[src/rtl/pcm_uart_stream_pkg.sv]
// Shared constants for the PCM-to-UART streamer: sync byte, frame FSM and bit FSM encodings.
package pcm_uart_stream_pkg;

   // First byte of every frame, lets the host resynchronise after a lost byte.
   localparam logic [7:0] SYNC_BYTE = 8'hA5;

   // Frame-level FSM states.
   localparam logic [1:0] ST_IDLE = 2'd0;
   localparam logic [1:0] ST_SEND = 2'd1;
   localparam logic [1:0] ST_DONE = 2'd2;

   // Byte serializer states; BIT_IDLE is the line-idle state between symbols.
   localparam logic [1:0] BIT_IDLE  = 2'd0;
   localparam logic [1:0] BIT_START = 2'd1;
   localparam logic [1:0] BIT_DATA  = 2'd2;
   localparam logic [1:0] BIT_STOP  = 2'd3;

   // Increment an 8-bit counter that sticks at 255 instead of wrapping.
   function automatic logic [7:0] sat_inc8(input logic [7:0] value);
      return (value == 8'hFF) ? value : value + 8'd1;
   endfunction

endpackage

[src/rtl/uart_tx_byte.sv]
// 8N1 byte serializer: start bit, 8 data bits LSB first, stop bit, each CLK_DIV clocks.
// ready is also raised in the last stop-bit cycle so consecutive bytes run gap-free.
module uart_tx_byte
   import pcm_uart_stream_pkg::*;
#(
   parameter int CLK_DIV = 104
) (
   input  logic       clk,
   input  logic       reset,
   input  logic [7:0] data,
   input  logic       valid,
   output logic       ready,
   output logic       tx
);

   localparam int DW = $clog2(CLK_DIV);

   logic [1:0]    bit_state;
   logic [DW-1:0] div_cnt;
   logic [2:0]    bit_idx;
   logic [7:0]    shift;
   logic          bit_end;
   logic          accept;

   assign bit_end = (div_cnt == DW'(CLK_DIV - 1));
   assign ready   = (bit_state == BIT_IDLE) || ((bit_state == BIT_STOP) && bit_end);
   assign accept  = valid && ready;

   // Walk through the symbol one bit period at a time; the divider restarts on every accepted byte.
   always_ff @(posedge clk) begin
      if (reset) begin
         bit_state <= BIT_IDLE;
         div_cnt   <= '0;
         bit_idx   <= '0;
         shift     <= '0;
         tx        <= 1'b1;
      end else if (accept) begin
         bit_state <= BIT_START;
         div_cnt   <= '0;
         bit_idx   <= '0;
         shift     <= data;
         tx        <= 1'b0;
      end else begin
         case (bit_state)
            BIT_IDLE: begin
               div_cnt <= '0;
               tx      <= 1'b1;
            end
            BIT_START: begin
               if (bit_end) begin
                  bit_state <= BIT_DATA;
                  div_cnt   <= '0;
                  tx        <= shift[0];
               end else begin
                  div_cnt <= div_cnt + DW'(1);
               end
            end
            BIT_DATA: begin
               if (bit_end) begin
                  div_cnt <= '0;
                  if (bit_idx == 3'd7) begin
                     bit_state <= BIT_STOP;
                     tx        <= 1'b1;
                  end else begin
                     bit_idx <= bit_idx + 3'd1;
                     shift   <= {1'b0, shift[7:1]};
                     tx      <= shift[1];
                  end
               end else begin
                  div_cnt <= div_cnt + DW'(1);
               end
            end
            BIT_STOP: begin
               if (bit_end) begin
                  bit_state <= BIT_IDLE;
                  div_cnt   <= '0;
               end else begin
                  div_cnt <= div_cnt + DW'(1);
               end
            end
            default: bit_state <= BIT_IDLE;
         endcase
      end
   end

endmodule

[src/rtl/pcm_uart_stream.sv]
// Captures one multi-channel PCM frame per en_pcm strobe into a small FIFO and streams
// each frame over UART as: sync byte, channel bytes (MSB first), XOR checksum.
module pcm_uart_stream
   import pcm_uart_stream_pkg::*;
#(
   parameter int CHANNELS = 3,
   parameter int DEPTH    = 4,
   parameter int CLK_DIV  = 104
) (
   input  logic                    clk,
   input  logic                    reset,
   input  logic                    en_pcm,
   input  logic [16*CHANNELS-1:0]  pcm_in,
   output logic                    tx,
   output logic                    busy,
   output logic                    overrun,
   output logic [7:0]              drop_count
);

   localparam int FW  = 16 * CHANNELS;
   localparam int NCB = 2 * CHANNELS;
   localparam int IW  = $clog2(NCB + 2);
   localparam int PW  = $clog2(DEPTH);
   localparam int CW  = PW + 1;

   logic [FW-1:0] mem [DEPTH];
   logic [PW-1:0] wr_ptr;
   logic [PW-1:0] rd_ptr;
   logic [CW-1:0] count;
   logic [CW-1:0] count_next;

   logic [1:0]    state;
   logic [1:0]    state_next;
   logic [IW-1:0] byte_idx;
   logic [FW-1:0] frame_reg;
   logic [7:0]    checksum;
   logic [7:0]    chan_byte;

   logic          pop;
   logic          push;
   logic          drop;
   logic          ser_valid;
   logic          ser_ready;
   logic [7:0]    ser_data;

   assign pop  = (state == ST_IDLE) && (count != '0);
   assign push = en_pcm && ((count != CW'(DEPTH)) || pop);
   assign drop = en_pcm && !push;

   // Pick the channel byte addressed by byte_idx: even index is a channel's MSB, odd its LSB.
   always_comb begin
      chan_byte = '0;
      for (int k = 0; k < NCB; k++) begin
         if (byte_idx == IW'(k)) begin
            chan_byte = frame_reg[16*(k/2) + 8*(1 - (k%2)) +: 8];
         end
      end
   end

   // The sync byte is offered in the pop cycle itself so the start bit follows the pop directly;
   // in SEND the channel bytes and then the checksum follow, and the last index just waits.
   always_comb begin
      ser_valid = 1'b0;
      ser_data  = SYNC_BYTE;
      case (state)
         ST_IDLE: ser_valid = pop;
         ST_SEND: begin
            if (byte_idx <= IW'(NCB)) begin
               ser_valid = 1'b1;
               ser_data  = (byte_idx == IW'(NCB)) ? checksum : chan_byte;
            end
         end
         default: ser_valid = 1'b0;
      endcase
   end

   // Next frame state and FIFO occupancy, shared by the registers and the busy flag.
   always_comb begin
      state_next = state;
      case (state)
         ST_IDLE: if (pop) state_next = ST_SEND;
         ST_SEND: if ((byte_idx == IW'(NCB + 1)) && ser_ready) state_next = ST_DONE;
         ST_DONE: state_next = ST_IDLE;
         default: state_next = ST_IDLE;
      endcase
      case ({push, pop})
         2'b10:   count_next = count + CW'(1);
         2'b01:   count_next = count - CW'(1);
         default: count_next = count;
      endcase
   end

   // Frame FSM: load the frame on pop, then step through the bytes and fold channel bytes into the checksum.
   always_ff @(posedge clk) begin
      if (reset) begin
         state     <= ST_IDLE;
         byte_idx  <= '0;
         frame_reg <= '0;
         checksum  <= '0;
      end else begin
         state <= state_next;
         if (pop) begin
            frame_reg <= mem[rd_ptr];
            checksum  <= '0;
            byte_idx  <= '0;
         end else if ((state == ST_SEND) && ser_valid && ser_ready) begin
            byte_idx <= byte_idx + IW'(1);
            if (byte_idx != IW'(NCB)) begin
               checksum <= checksum ^ chan_byte;
            end
         end
      end
   end

   // FIFO storage has no reset; only the pointers and count define what is valid.
   always_ff @(posedge clk) begin
      if (push) begin
         mem[wr_ptr] <= pcm_in;
      end
   end

   // FIFO pointers wrap naturally because DEPTH is a power of two.
   always_ff @(posedge clk) begin
      if (reset) begin
         wr_ptr <= '0;
         rd_ptr <= '0;
         count  <= '0;
      end else begin
         if (push) wr_ptr <= wr_ptr + PW'(1);
         if (pop)  rd_ptr <= rd_ptr + PW'(1);
         count <= count_next;
      end
   end

   // Status flags: sticky overrun, saturating drop counter, and busy tracking the upcoming state.
   always_ff @(posedge clk) begin
      if (reset) begin
         overrun    <= 1'b0;
         drop_count <= '0;
         busy       <= 1'b0;
      end else begin
         if (drop) begin
            overrun    <= 1'b1;
            drop_count <= sat_inc8(drop_count);
         end
         busy <= (state_next != ST_IDLE) || (count_next != '0);
      end
   end

   uart_tx_byte #(
      .CLK_DIV (CLK_DIV)
   ) u_tx (
      .clk   (clk),
      .reset (reset),
      .data  (ser_data),
      .valid (ser_valid),
      .ready (ser_ready),
      .tx    (tx)
   );

endmodule

[config.mk]
export PLATFORM = sky130hd
export DESIGN_NAME = pcm_uart_stream
export DESIGN_NICKNAME = d
export VERILOG_FILES = /design/src/rtl/pcm_uart_stream_pkg.sv /design/src/rtl/uart_tx_byte.sv /design/src/rtl/pcm_uart_stream.sv
export SDC_FILE = /design/constraint.sdc
export NUM_CORES = 1
export LEC_CHECK = 0
export CAP_MARGIN = 30
export CORE_ASPECT_RATIO = 2
export CORE_MARGIN = 1.5
export CORE_UTILIZATION = 45
export DETAILED_ROUTE_END_ITERATION = 10
export GPL_TIMING_DRIVEN = 0
export SLEW_MARGIN = 25
export SYNTH_ARGS = -nofsm -noshare
export SYNTH_HDL_FRONTEND = slang
export SYNTH_SLANG_ARGS = --single-unit
[constraint.sdc]
create_clock -name clk -period 2.95 [get_ports clk]
set_clock_uncertainty 0.2 [all_clocks]
set_input_delay 0.295 -clock clk [delete_from_list [all_inputs] [get_ports clk]]
set_output_delay 0.295 -clock clk [all_outputs]
set_load 0.05 [all_outputs]
==> Word-level counts from Yosys, hierarchy flattened <==
Memory sizes are Yosys's and may differ from the RTL's. A register that Yosys moved wholly into a read port is not among the register bits.
Cells that the tools add are included.
{ "totals": {"reg_bits": 51, "latch_bits": 0, "mem_bits_rw": 192, "romBits": 0, "inputBits": 51, "output_inout_bits": 11, "elab_cells": 122, "n_memories": 1} }
{ "classes": {"addsub": 8, "n_mul": 0, "div": 0, "order_cmp": 1, "eq_ne": 27, "shifts": 0, "n_mux": 34, "bitwise_logic": 3, "reduce_logical": 33} }
{ "mem_list": {"columns": ["memory", "depth", "width", "rd", "rd_ports_with_merged_regs", "wr", "line", "rtl"], "rows": [
  ["mem", 4, 48, 1, 1, 1, "pcm_uart_stream.sv:26", "logic [FW-1:0] mem [DEPTH];"]
]} }
{ "op_table": {"columns": ["cell", "count"], "rows": [
  ["two-way mux 8 bit", 13],
  ["equality test 3 bit, second input constant", 5],
  ["one-hot mux 7 bit (2 select lines)", 1],
  ["two-way mux 2 bit", 6],
  ["inequality test 3 x 1 -> 1 bit, second input constant", 4],
  ["inequality test 2 x 1 -> 1 bit, second input constant", 5],
  ["AND reduction 5 bit", 2],
  ["adder 3 x 1 -> 3 bit, second input constant", 3],
  ["AND reduction 3 bit", 3],
  ["nonzero test 3 bit", 3],
  ["adder 8 x 1 -> 8 bit, second input constant", 1],
  ["equality test 8 bit, second input constant", 1],
  ["logical AND 1 bit", 8],
  ["two-way mux 1 bit", 8],
  ["nonzero test 4 bit", 2],
  ["bitwise XOR 8 bit", 1],
  ["adder 7 x 1 -> 7 bit, second input constant", 1],
  ["equality test 7 bit, second input constant", 1],
  ["two-way mux 7 bit", 1],
  ["equality test 2 x 1 -> 1 bit, second input constant", 3],
  ["equality test 2 bit, second input constant", 3],
  ["equality test 3 x 2 -> 1 bit, second input constant", 2],
  ["inequality test 3 bit, second input constant", 2],
  ["one-hot mux 2 bit (3 select lines)", 1],
  ["other kinds (17)", 26]
]} }

==> Depth between registers and ports, before layout <==
{ "depth": {"ltp_word": 11, "mapped_depth": 10, "ltp_nobuf": 8} }

==> Cells and area by module <==
A second synthesis with hierarchy kept.
{ "hier_totals": {"cells_unflattened": 884, "hier_area_um2": 11981.5} }
{ "by_module_without_submodules": {"columns": ["mod", "n_inst", "cells_per_inst", "area_per_inst_um2", "seq_area_each_um2"], "rows": [
  ["pcm_uart_stream", 1, 762, 10850.4, 7327.0],
  ["uart_tx_byte", 1, 122, 1131.1, 420.4]
]} }

==> Least setup slack after synthesis <==
Ideal clock, no wire load.
{ "synth_path": {"kind": "register -> register", "from": "reg state[0]", "to": "mem mem[1][0] (netlist name) (enable)", "setup_ns": 0.410, "t_arrival_ns": 2.065, "required_ns": 2.340, "setup_slack_ns": 0.275, "path_stages_with_launch": 5, "n_path_buf": 1, "synth_period_minus_slack_ns": 2.675, "cell_sequence": "dfxtp_1 > o21ai_0 > o31a_1 > clkbuf_1 > and2_1"} }
{ "synth_via": {"elab_chain_cells": 6} }
{ "synth_lines": {"columns": ["item", "line", "rtl"], "rows": [
  ["start, declared", "pcm_uart_stream.sv:32", "logic [1:0] state;"],
  ["start signal, assigned", "pcm_uart_stream.sv:101", "state <= state_next;"],
  ["logical NOT 2 bit", "pcm_uart_stream.sv:46", "assign pop = (state == ST_IDLE) && (count != '0);"],
  ["logical AND 1 bit", "pcm_uart_stream.sv:46", null],
  ["logical OR 1 bit", "pcm_uart_stream.sv:47", "assign push = en_pcm && ((count != CW'(DEPTH)) || pop);"],
  ["logical AND 1 bit", "pcm_uart_stream.sv:47", null],
  ["two-way mux 1 bit", "pcm_uart_stream.sv:117", "if (push) begin"],
  ["two-way mux 1 bit (implied by the code)", "pcm_uart_stream.sv:118", "mem[wr_ptr] <= pcm_in;"],
  ["end, declared", "pcm_uart_stream.sv:26", null]
]} }
No other way between the ends.

==> Worst setup path in the final report <==
{ "layout_path": {"from": "reg count[0]", "to": "reg busy"} }
{ "layout_via": {"elab_chain_cells": 8, "word_cells_on_any_way": 15, "classes_between": "add/sub (2); eq/ne (3); mux (3); reduce/logical (7)"} }
{ "layout_lines": {"columns": ["item", "line", "rtl"], "rows": [
  ["start, declared", "pcm_uart_stream.sv:29", "logic [CW-1:0] count;"],
  ["start signal, assigned", "pcm_uart_stream.sv:131", "count <= count_next;"],
  ["nonzero test 3 bit", "pcm_uart_stream.sv:46", null],
  ["logical AND 1 bit", "pcm_uart_stream.sv:46", null],
  ["logical OR 1 bit", "pcm_uart_stream.sv:47", null],
  ["logical AND 1 bit", "pcm_uart_stream.sv:47", null],
  ["equality test 2 x 1 -> 1 bit / equality test 2 bit (equally long branches)", "pcm_uart_stream.sv:86", "case ({push, pop})"],
  ["one-hot mux 3 bit (2 select lines)", "pcm_uart_stream.sv:86", null],
  ["nonzero test 3 bit", "pcm_uart_stream.sv:146", "busy <= (state_next != ST_IDLE) || (count_next != '0);"],
  ["logical OR 1 bit (*)", "pcm_uart_stream.sv:146", null],
  ["end signal, assigned", "pcm_uart_stream.sv:146", null],
  ["end, declared", "pcm_uart_stream.sv:15", "output logic busy,"]
]} }
Mark *: on every way between the ends. The rest lies on a longest branch, timed or not.
A chain may end at the register's enable or synchronous reset.

==> metrics <==
H-tree depth 1; CP arrival 2.89 ns; met1 WL about 9 mm; PD cells around 870 mW/mm²; CP Capture Type register; Post-CTS Hold Fix Bufs 0; syn_area_per_cell ~14 µm²; CP cell instances nor3_2, or2_4, buf_2, nor2_1, fa_1, nor4_1, a31oi_1, xor2_1, a41oi_1; most common flop cell mapped by yosys edfxtp_1; max reg flops about 190; critical path peak fanout 10; CP startpoint kind register; Non-Filler Instances ~1,300; DR pass1 iterations 4; Yosys Warn Count 0; Syn Inst Count 843; Max transition margin 51.62%; Pint 0.008185 W; Final ANT Viol Nets 0; Tot GR Track Use 18.46%; DIE WIDTH ~120 µm; mapped cell area 0.01160 mm²; sequential area share after synthesis 66.76%; Max Used Layer met4; drt first-iter violations around 270; Hold Crit Class input pin to register; Port Buffers 60; Max Buffers Root-to-Sink 3; period utilisation layout 91.16%; final hold viol count 0; global route overflow 0; sw power 0.003641 W; CP Buf/Inv Count 1; dpl cells approximately 1,200; post-CTS setup buffer count 0; most frequent cells in the layout edfxtp_1, nand2_1, dfxtp_1, a21oi_1, clkdlybuf4s50_1; Register Area between 0.007 and 0.008 mm²; Yosys reg bits about 290; Nets 1,005; max-cap violation count 0; Post-synth EDFFs around 190; met3 wire length 626 µm; met2 wire len 13.41 mm; area occupied by multi-input gates 0.003581 mm²; clock tree sinks 291; clk_lat worst skew 0.54 ns; worst stage delay on the critical path roughly 0.39 ns; Gate power share roughly 27%; Place WS -0.1313 ns; ys async rst share 0%; WL final ~24 mm; IO Pins 62; fmax 371.9 MHz; largest net degree at the start of global routing 42; RSZ-0062 raised after global routing false; Net Sw Frac 30.79%; Least-Margin Pin Slew between 0.7 and 0.8 ns; setup ws final 0.2608 ns; routed wire length per instance 18.34 µm; Critical Path RT 3.15 ns; drt drc 0; clk slew on worst S/H paths 0.07 ns; number of global-route vias before repair 7,123; Routability Congestion 0.8838; commonest non-fill, non-tap cell in the layout edfxtp_1; layout cell share with drive strength beyond 1 between 10% and 20%; root buffer cell clkbuf_16; TNS Setup 0 ns; Critical Path Slowest Stage Cell dfxtp_1; # setup viols final 0; Starting Density 45.43%; CTS tree done; via count roughly 6,900; synth-to-layout area growth 17.04%; critical path type register to register; status complete, no violations; Tmin final 2.689 ns; diode count 0; total CTS buffers 26; clock share of power 28.3%; Fillers around 2,300; sequential group share of total power 44.9%; standard-cell rows 83; antenna violations before repair 0; DP Wirelength 16.60 mm; global-route wire length before repair between 30 and 40 mm; Yosys cell types 52; Max IR drop VDD ~0.47 mV; Post-Syn Nets 914; die height approximately 230 µm; Core Region approximately 0.026 mm²; CP delay by family, top simple AND/OR/NAND/NOR gates; fin. max-slew vios 0; average vias per placed instance about 5.3; Leakage 4.478 nW; DIE AREA 0.02682 mm²
-- power by group through the flow --
stage,sequential [W],clock (W),combinational [W]
after floorplan,0.00530,0,0.00225
after global placement,0.00540,0,0.00314
after detailed placement,0.00539,0,0.00320
after CTS,0.00531,0.00345,0.00322
after global routing,0.00537,0.00359,0.00352
final,0.00530,0.00335,0.00317
-- tightest hold or removal path: stages --
cell	delay [ns]
clkbuf_1	0.26
inv_1	0.18
o21ai_0	0.10
-- layer usage --
metal	track usage (%)	up-vias
li1	-	3313
met1	20.42	3439
met2	35.22	103
met3	2.109	40
met4	6.890	0
met5	0	-
-- path summary, 6_finish.rpt --
check,from,endpoint,slack (ns),cells after the start
max,count[0],busy,0.26,9
min,reset,u_tx.tx,0.16,3
max reg2reg,count[0],busy,0.26,9
min reg2reg,overrun,overrun,0.25,2
-- area by class of cell --
cell class,count,area share (%)
sequential,291,57.04
timing repair buffer,64,5.122
inverter,26,0.7186
tap,340,3.132
clock inverter,18,1.170
multi-input combinational,478,26.37
buffer,47,1.419
clock buffer,29,5.030
-- synthesized netlist by cell type, types with 10 or more instances --
cell / count / area share, %
buf_2: 13 / 0.56
nor2_1: 44 / 1.4
a21oi_1: 77 / 3.3
edfxtp_1: 192 / 50
mux4_2: 48 / 9.3
xnor2_1: 13 / 0.98
ha_1: 19 / 2.0
clkbuf_1: 30 / 0.97
nand2_1: 117 / 3.8
a221oi_1: 10 / 0.75
nand3_1: 15 / 0.65
dfxtp_1: 99 / 17
inv_1: 26 / 0.84
o21ai_0: 22 / 0.95
-- what timing repair did --
action | in CTS | in global routing
setup endpoints to repair | 2 | 1
cloned | 0 | 0
resized for setup | 1 | 2
-- logic make-up (layout without fill, tap and decap cells) --
group                    after synthesis  after routing  share of synthesized area, %
XOR/XNOR                              19             19                         1.434
AO/OA/AOI/OAI                        149            149                         8.033
buffers and inverters                 74            184                         2.534
multiplexers                          53             53                         9.757
AND/OR/NAND/NOR                      237            237                         9.261
flip-flops                           291            291                         66.76
adder cells (fa/ha/maj)               20             20                         2.221
-- per-stage QoR --
stage                     hold slack, ns  util [%]  cell area (µm²)  power (W)
final                             0.1559     53.16            13580    0.01183
after CTS                         0.1210     53.13            13570    0.01197
after global routing              0.1708     53.16            13580    0.01248
after detailed placement          0.2403     49.85            12740   0.008595
after global placement            0.2393     49.44            12630   0.008537
after floorplan                   0.1939         -            11600   0.007557
No activity file was read; power rests on OpenSTA's default activity.
==> RTL change 1: new RTL, config.mk and constraints unchanged <==
Reset style: asynchronous (`reset`), changed in 4 clocked blocks.
--- a/src/rtl/uart_tx_byte.sv
+++ b/src/rtl/uart_tx_byte.sv
@@ -28,5 +28,5 @@
 
    // Walk through the symbol one bit period at a time; the divider restarts on every accepted byte.
-   always_ff @(posedge clk) begin
+   always_ff @(posedge clk or posedge reset) begin
       if (reset) begin
          bit_state <= BIT_IDLE;
--- a/src/rtl/pcm_uart_stream.sv
+++ b/src/rtl/pcm_uart_stream.sv
@@ -92,5 +92,5 @@
 
    // Frame FSM: load the frame on pop, then step through the bytes and fold channel bytes into the checksum.
-   always_ff @(posedge clk) begin
+   always_ff @(posedge clk or posedge reset) begin
       if (reset) begin
          state     <= ST_IDLE;
@@ -121,5 +121,5 @@
 
    // FIFO pointers wrap naturally because DEPTH is a power of two.
-   always_ff @(posedge clk) begin
+   always_ff @(posedge clk or posedge reset) begin
       if (reset) begin
          wr_ptr <= '0;
@@ -134,5 +134,5 @@
 
    // Status flags: sticky overrun, saturating drop counter, and busy tracking the upcoming state.
-   always_ff @(posedge clk) begin
+   always_ff @(posedge clk or posedge reset) begin
       if (reset) begin
          overrun    <= 1'b0;
Behaviour: differs if reset is asserted again (counterexample within 4 cycles, from zero or initial values and one cycle with reset high); with reset held inactive, the same outputs for 10 cycles.
==> RTL change 1 against the original RTL <==
  * Critical path type unchanged
  * Synthesized area is 3.2% higher
  * Setup slack got worse by 0.16 ns
  * Count of clock-buffer cells in the layout is 13 higher
  * Design area rose by 2.6%
  * Power is 18% higher
  * Routed wire length rose by 6.3%
  * Sequential cell count unchanged
==> RTL change 1: results (changes against the original RTL) <==
Setup path:
- The kind of cell adding the most delay to the critical path is compound AO/OA/AOI/OAI gates.
- The largest driver fanout on the critical path was 8 (-2).
- The critical path data arrival time is 3.08 ns (+0.19 ns).
- The cell with the biggest individual delay on the critical path is sky130_fd_sc_hd__fa_1.

Synthesis:
- The number of nets in the synthesized netlist was 899 (-1.6%).
- Sorting the synthesized cells by area gives the leading types as sky130_fd_sc_hd__edfxtp_1 (48%), sky130_fd_sc_hd__dfrtp_1 (20%), sky130_fd_sc_hd__mux4_2 (9.0%).
- The cell count after synthesis is 828 (-1.8%).
- The unique cell type count in the Yosys netlist came to 59 (+13%).
- The compound-gate portion of the synthesized area came to 6.04% (-2.0 points).
- The share of synthesized area occupied by flip-flops and latches is 68.9% (+2.1 points).

GRT:
- The via count of the first global-routing pass came to 7262 (+2.0%).
- The global-route met3 utilization came to 1.76% (-0.35 points).
- The maximum number of pins on one net before global-route repair is 49 (+17%).
- The combined global-route utilization of all metal layers came to 18.3% (-0.19 points).

Cells and area:
- The fraction of layout instances using a drive strength above 1 is 12.9% (+0.11 points).
- Compared with the post-synthesis result, the final layout area differs by 16.4%.
- The final net count is 996 (-0.90%).
- The non-filler instance count after layout is 1289 (-0.31%).

Routing:
- The number of violations reported at the end of detailed-routing iteration 0 is 301 (+14%).
- The mean number of vias per cell is 5.32 (-0.16%).
- The met2 routed wirelength is 14300 microns (+6.5%).

Pwr:
- The leakage dissipation is 0.00522 uW (+17%).
- The total combinational power is 4720 uW (+49%).
- The peak ir drop on the vdd network is 0.740 mV (+57%).

Outcome:
- The run finished with clean final reports.

Placement:
- The minimum setup slack after placement is 0.00792 ns (+0.139 ns).
- The total half-perimeter wirelength after legalization and detailed placement was 16800 microns (+1.2%).
- The routability-driven placement congestion ratio is 0.920 (+4.1%).

Timing:
- The worst slew slack as a fraction of its limit was 49.5% (-2.1 points).
## RTL change 1: changes by cell type in the layout (fill, tap and decap cells not counted), sizes merged, moves of 5 or more
cell / before / now
a221oi: 10 / 4
o21ai: 22 / 37
a22oi: 0 / 7
dfrtp: 0 / 98
nor2: 44 / 16
a211oi: 7 / 0
nand4: 5 / 0
o211ai: 0 / 5
a21oi: 78 / 27
a221o: 6 / 1
nand2: 117 / 178
dfxtp: 99 / 0
clkinv: 13 / 6
## RTL change 1: final timing paths
check / start / endpoint / slack, ns / depth (start not counted)
setup / recovery: count[0] / busy / 0.1 / 8
hold / removal: pcm_in[25] / mem[3][25] / 0.19 / 1
setup reg to reg: count[0] / busy / 0.1 / 8
hold reg to reg: u_tx.div_cnt[0] / u_tx.div_cnt[0] / 0.26 / 1
max in group asynchronous: reset / frame_reg[15] / 1.26 / 5
min in group asynchronous: reset / u_tx.div_cnt[3] / 0.54 / 3
## RTL change 1: cell type report
type / instances / area (sq um)
timing repair buffer: 65 / 688
buffer: 41 / 181
sequential: 291 / 8240
clock inverter: 6 / 27.5
clock buffer: 42 / 762
fill: 2210 / 12200
inverter: 25 / 97.6
multi-input combinational: 475 / 3510
tap: 344 / 430
## RTL change 1: per-stage QoR
| stage | TNS [ns] | total power, uW | hold slack [ns] |
|---|---|---|---|
| after floorplan | 0 | 9320 | 0.194 |
| after global placement | -73.37 | 10800 | 0.247 |
| after detailed placement | 0 | 10900 | 0.251 |
| after CTS | -0.00938 | 14100 | 0.172 |
| after global routing | -4.52 | 14800 | 0.202 |
| final | 0 | 13900 | 0.193 |
## RTL change 1: repair_timing
item                                    CTS  global route
endpoints found under the setup margin   12           199
hold endpoints to repair                 25             0
cloned                                    0             4
gates resized for setup                   1             3
hold buffers                              2             0
pin swaps                                 0             5
==> RTL change 2: new RTL, same settings <==
Made on the original files. `CLK_DIV` is set to 104 in 2 places; all go to 208.
--- a/src/rtl/uart_tx_byte.sv
+++ b/src/rtl/uart_tx_byte.sv
@@ -4,5 +4,5 @@
    import pcm_uart_stream_pkg::*;
 #(
-   parameter int CLK_DIV = 104
+   parameter int CLK_DIV = 208
 ) (
    input  logic       clk,
--- a/src/rtl/pcm_uart_stream.sv
+++ b/src/rtl/pcm_uart_stream.sv
@@ -6,5 +6,5 @@
    parameter int CHANNELS = 3,
    parameter int DEPTH    = 4,
-   parameter int CLK_DIV  = 104
+   parameter int CLK_DIV  = 208
 ) (
    input  logic                    clk,
Function: no difference found for any inputs over 10 cycles, from zero or initial values and one cycle with reset high; that may be too few to reach the edited logic, so the function may still have changed.
==> RTL change 2 against the original RTL <==
  * Via count rose by 3.2%
  * Clock power is 3% higher
  * Routed wire length increased by 5.1%
  * Design area increased by 2.0%
  * Synthesized cell count up 2.8%
  * Sequential cell count increased by 1
  * Synthesized area grew 1.8%
  * Setup slack lost 0.084 ns
  * Global-route usage is 0.30 points higher
  * Non-clock buffer count shrank 1
  * Combinational power increased by 12%
  * Power grew 4.3%
  * Largest cell class unchanged
  * Largest power group unchanged
==> RTL change 2: results (changes against the original RTL) <==
Routing:
- The mean number of vias per cell came to 5.40 (+1.3%).
- The total routed wire length on the met1 layer is 9330 microns (+4.5%).
- The met2 routed wirelength is 14200 microns (+6.2%).
- The total number of vias came to 7114 (+3.2%).
- The number of violations reported at the end of detailed-routing iteration 0 came to 444 (+68%).
- The average routed wire per standard cell is 18.9 microns (+3.1%).

GRT:
- The maximum number of pins on one net before global-route repair is 43 (+2.4%).
- The met2 usage is 37.4% (+2.2 points).
- The global-route met3 utilization was 2.06% (-0.046 points).
- The met1 track demand over resource in global routing is 20.3% (-0.15 points).

Setup path:
- The largest driver fanout on the critical path came to 16 (+6).
- The cell with the biggest individual delay on the critical path is sky130_fd_sc_hd__or4_1.
- The critical path data arrival time is 3.03 ns (+0.14 ns).
- The internal reg-to-reg setup slack is 0.18 ns (-0.08 ns).
- The biggest cell delay along the critical path is 0.53 ns (+0.14 ns).

Pwr:
- The total combinational power is 3560 uW (+12%).
- The peak ir drop on the vdd network is 0.471 mV (-0.26%).
- The share of power burned in the clock network is 28.0% (-0.3 points).
- The proportion of power drawn by combinational gates is 28.9% (+2.1 points).
- The leakage dissipation is 0.00462 uW (+3.1%).

Placement:
- The total half-perimeter wirelength after legalization and detailed placement is 17400 microns (+4.8%).
- The area after detailed placement is 0.0130 sq mm (+1.8%).
- The count of placed standard cells including taps is 1271 (+1.9%).
- The routability-driven placement congestion ratio is 0.920 (+4.1%).
- The minimum setup slack after placement is -0.303 ns (-0.171 ns).

Timing:
- The tightest hold margin came to 0.0398 ns (-0.116 ns).

Hold path:
- The path with the worst hold slack has its endpoint at u_tx.div_cnt[1].

Synthesis:
- The synthesized area per cell is 13.6 sq um (-0.99%).
- The area share of xor/xnor cells in the synthesized design came to 1.33% (-0.10 points).
- After synthesis, the most frequently instantiated cells are sky130_fd_sc_hd__edfxtp_1 (192), sky130_fd_sc_hd__nand2_1 (133), sky130_fd_sc_hd__dfxtp_1 (100).
- The share of synthesized area occupied by flip-flops and latches was 65.7% (-1.0 points).
- The number of nets in the synthesized netlist is 938 (+2.6%).
- The unique cell type count in the Yosys netlist came to 65 (+25%).

Cells and area:
- The fraction of layout instances using a drive strength above 1 is 14.1% (+1.3 points).

Outcome:
- The run finished with clean final reports.
-- RTL change 2: cell types whose count changed after synthesis, sizes merged, moves of 4 or more --
cell    before  now
nand3b       1    5
mux2i        4    8
inv         26   18
nor2b        8   12
clkbuf      30   22
a21oi       78   83
nand2      117  133
nor2        44   48
a221oi      10    5
buf         18   25
-- RTL change 2: layout make-up --
class | instances | area (sq um)
Clock buffer | 34 | 732
Buffer | 46 | 219
Inverter | 19 | 71.3
Clock inverter | 13 | 141
Sequential cell | 292 | 7770
Timing Repair Buffer | 64 | 711
Multi-Input combinational cell | 509 | 3780
Fill cell | 2239 | 11900
Tap cell | 340 | 425
-- RTL change 2: what timing repair did --
| action | CTS | global route |
|---|---|---|
| endpoints found under the setup margin | 2 | 4 |
| pin swaps | 1 | 1 |
| resized for setup | 4 | 5 |
| gates cloned | 0 | 0 |
-- RTL change 2: worst register-to-register path, stage by stage (launching register included) --
cell and delay [ns]:
sky130_fd_sc_hd__dfxtp_1 0.30, sky130_fd_sc_hd__buf_4 0.16, sky130_fd_sc_hd__or3_4 0.38, sky130_fd_sc_hd__nand2_8 0.16, sky130_fd_sc_hd__nor2_1 0.08, sky130_fd_sc_hd__fa_2 0.38
sky130_fd_sc_hd__or4_1 0.53, sky130_fd_sc_hd__a21oi_1 0.18, sky130_fd_sc_hd__a311oi_1 0.09, sky130_fd_sc_hd__a41oi_1 0.24
-- RTL change 2: how the worst max path moves through the flow --
stage | cells after the start | start | slack (ns) | to
after detailed placement | 9 | count[0] | -0.30 | busy
after global routing | 9 | count[2] | 0.07 | busy
after floorplan | 4 | state[0] | 0.009 | mem[1][0]
after global placement | 5 | en_pcm | -1.38 | mem[3][27]
final | 9 | count[2] | 0.18 | busy
after CTS | 9 | count[1] | 0.008 | busy
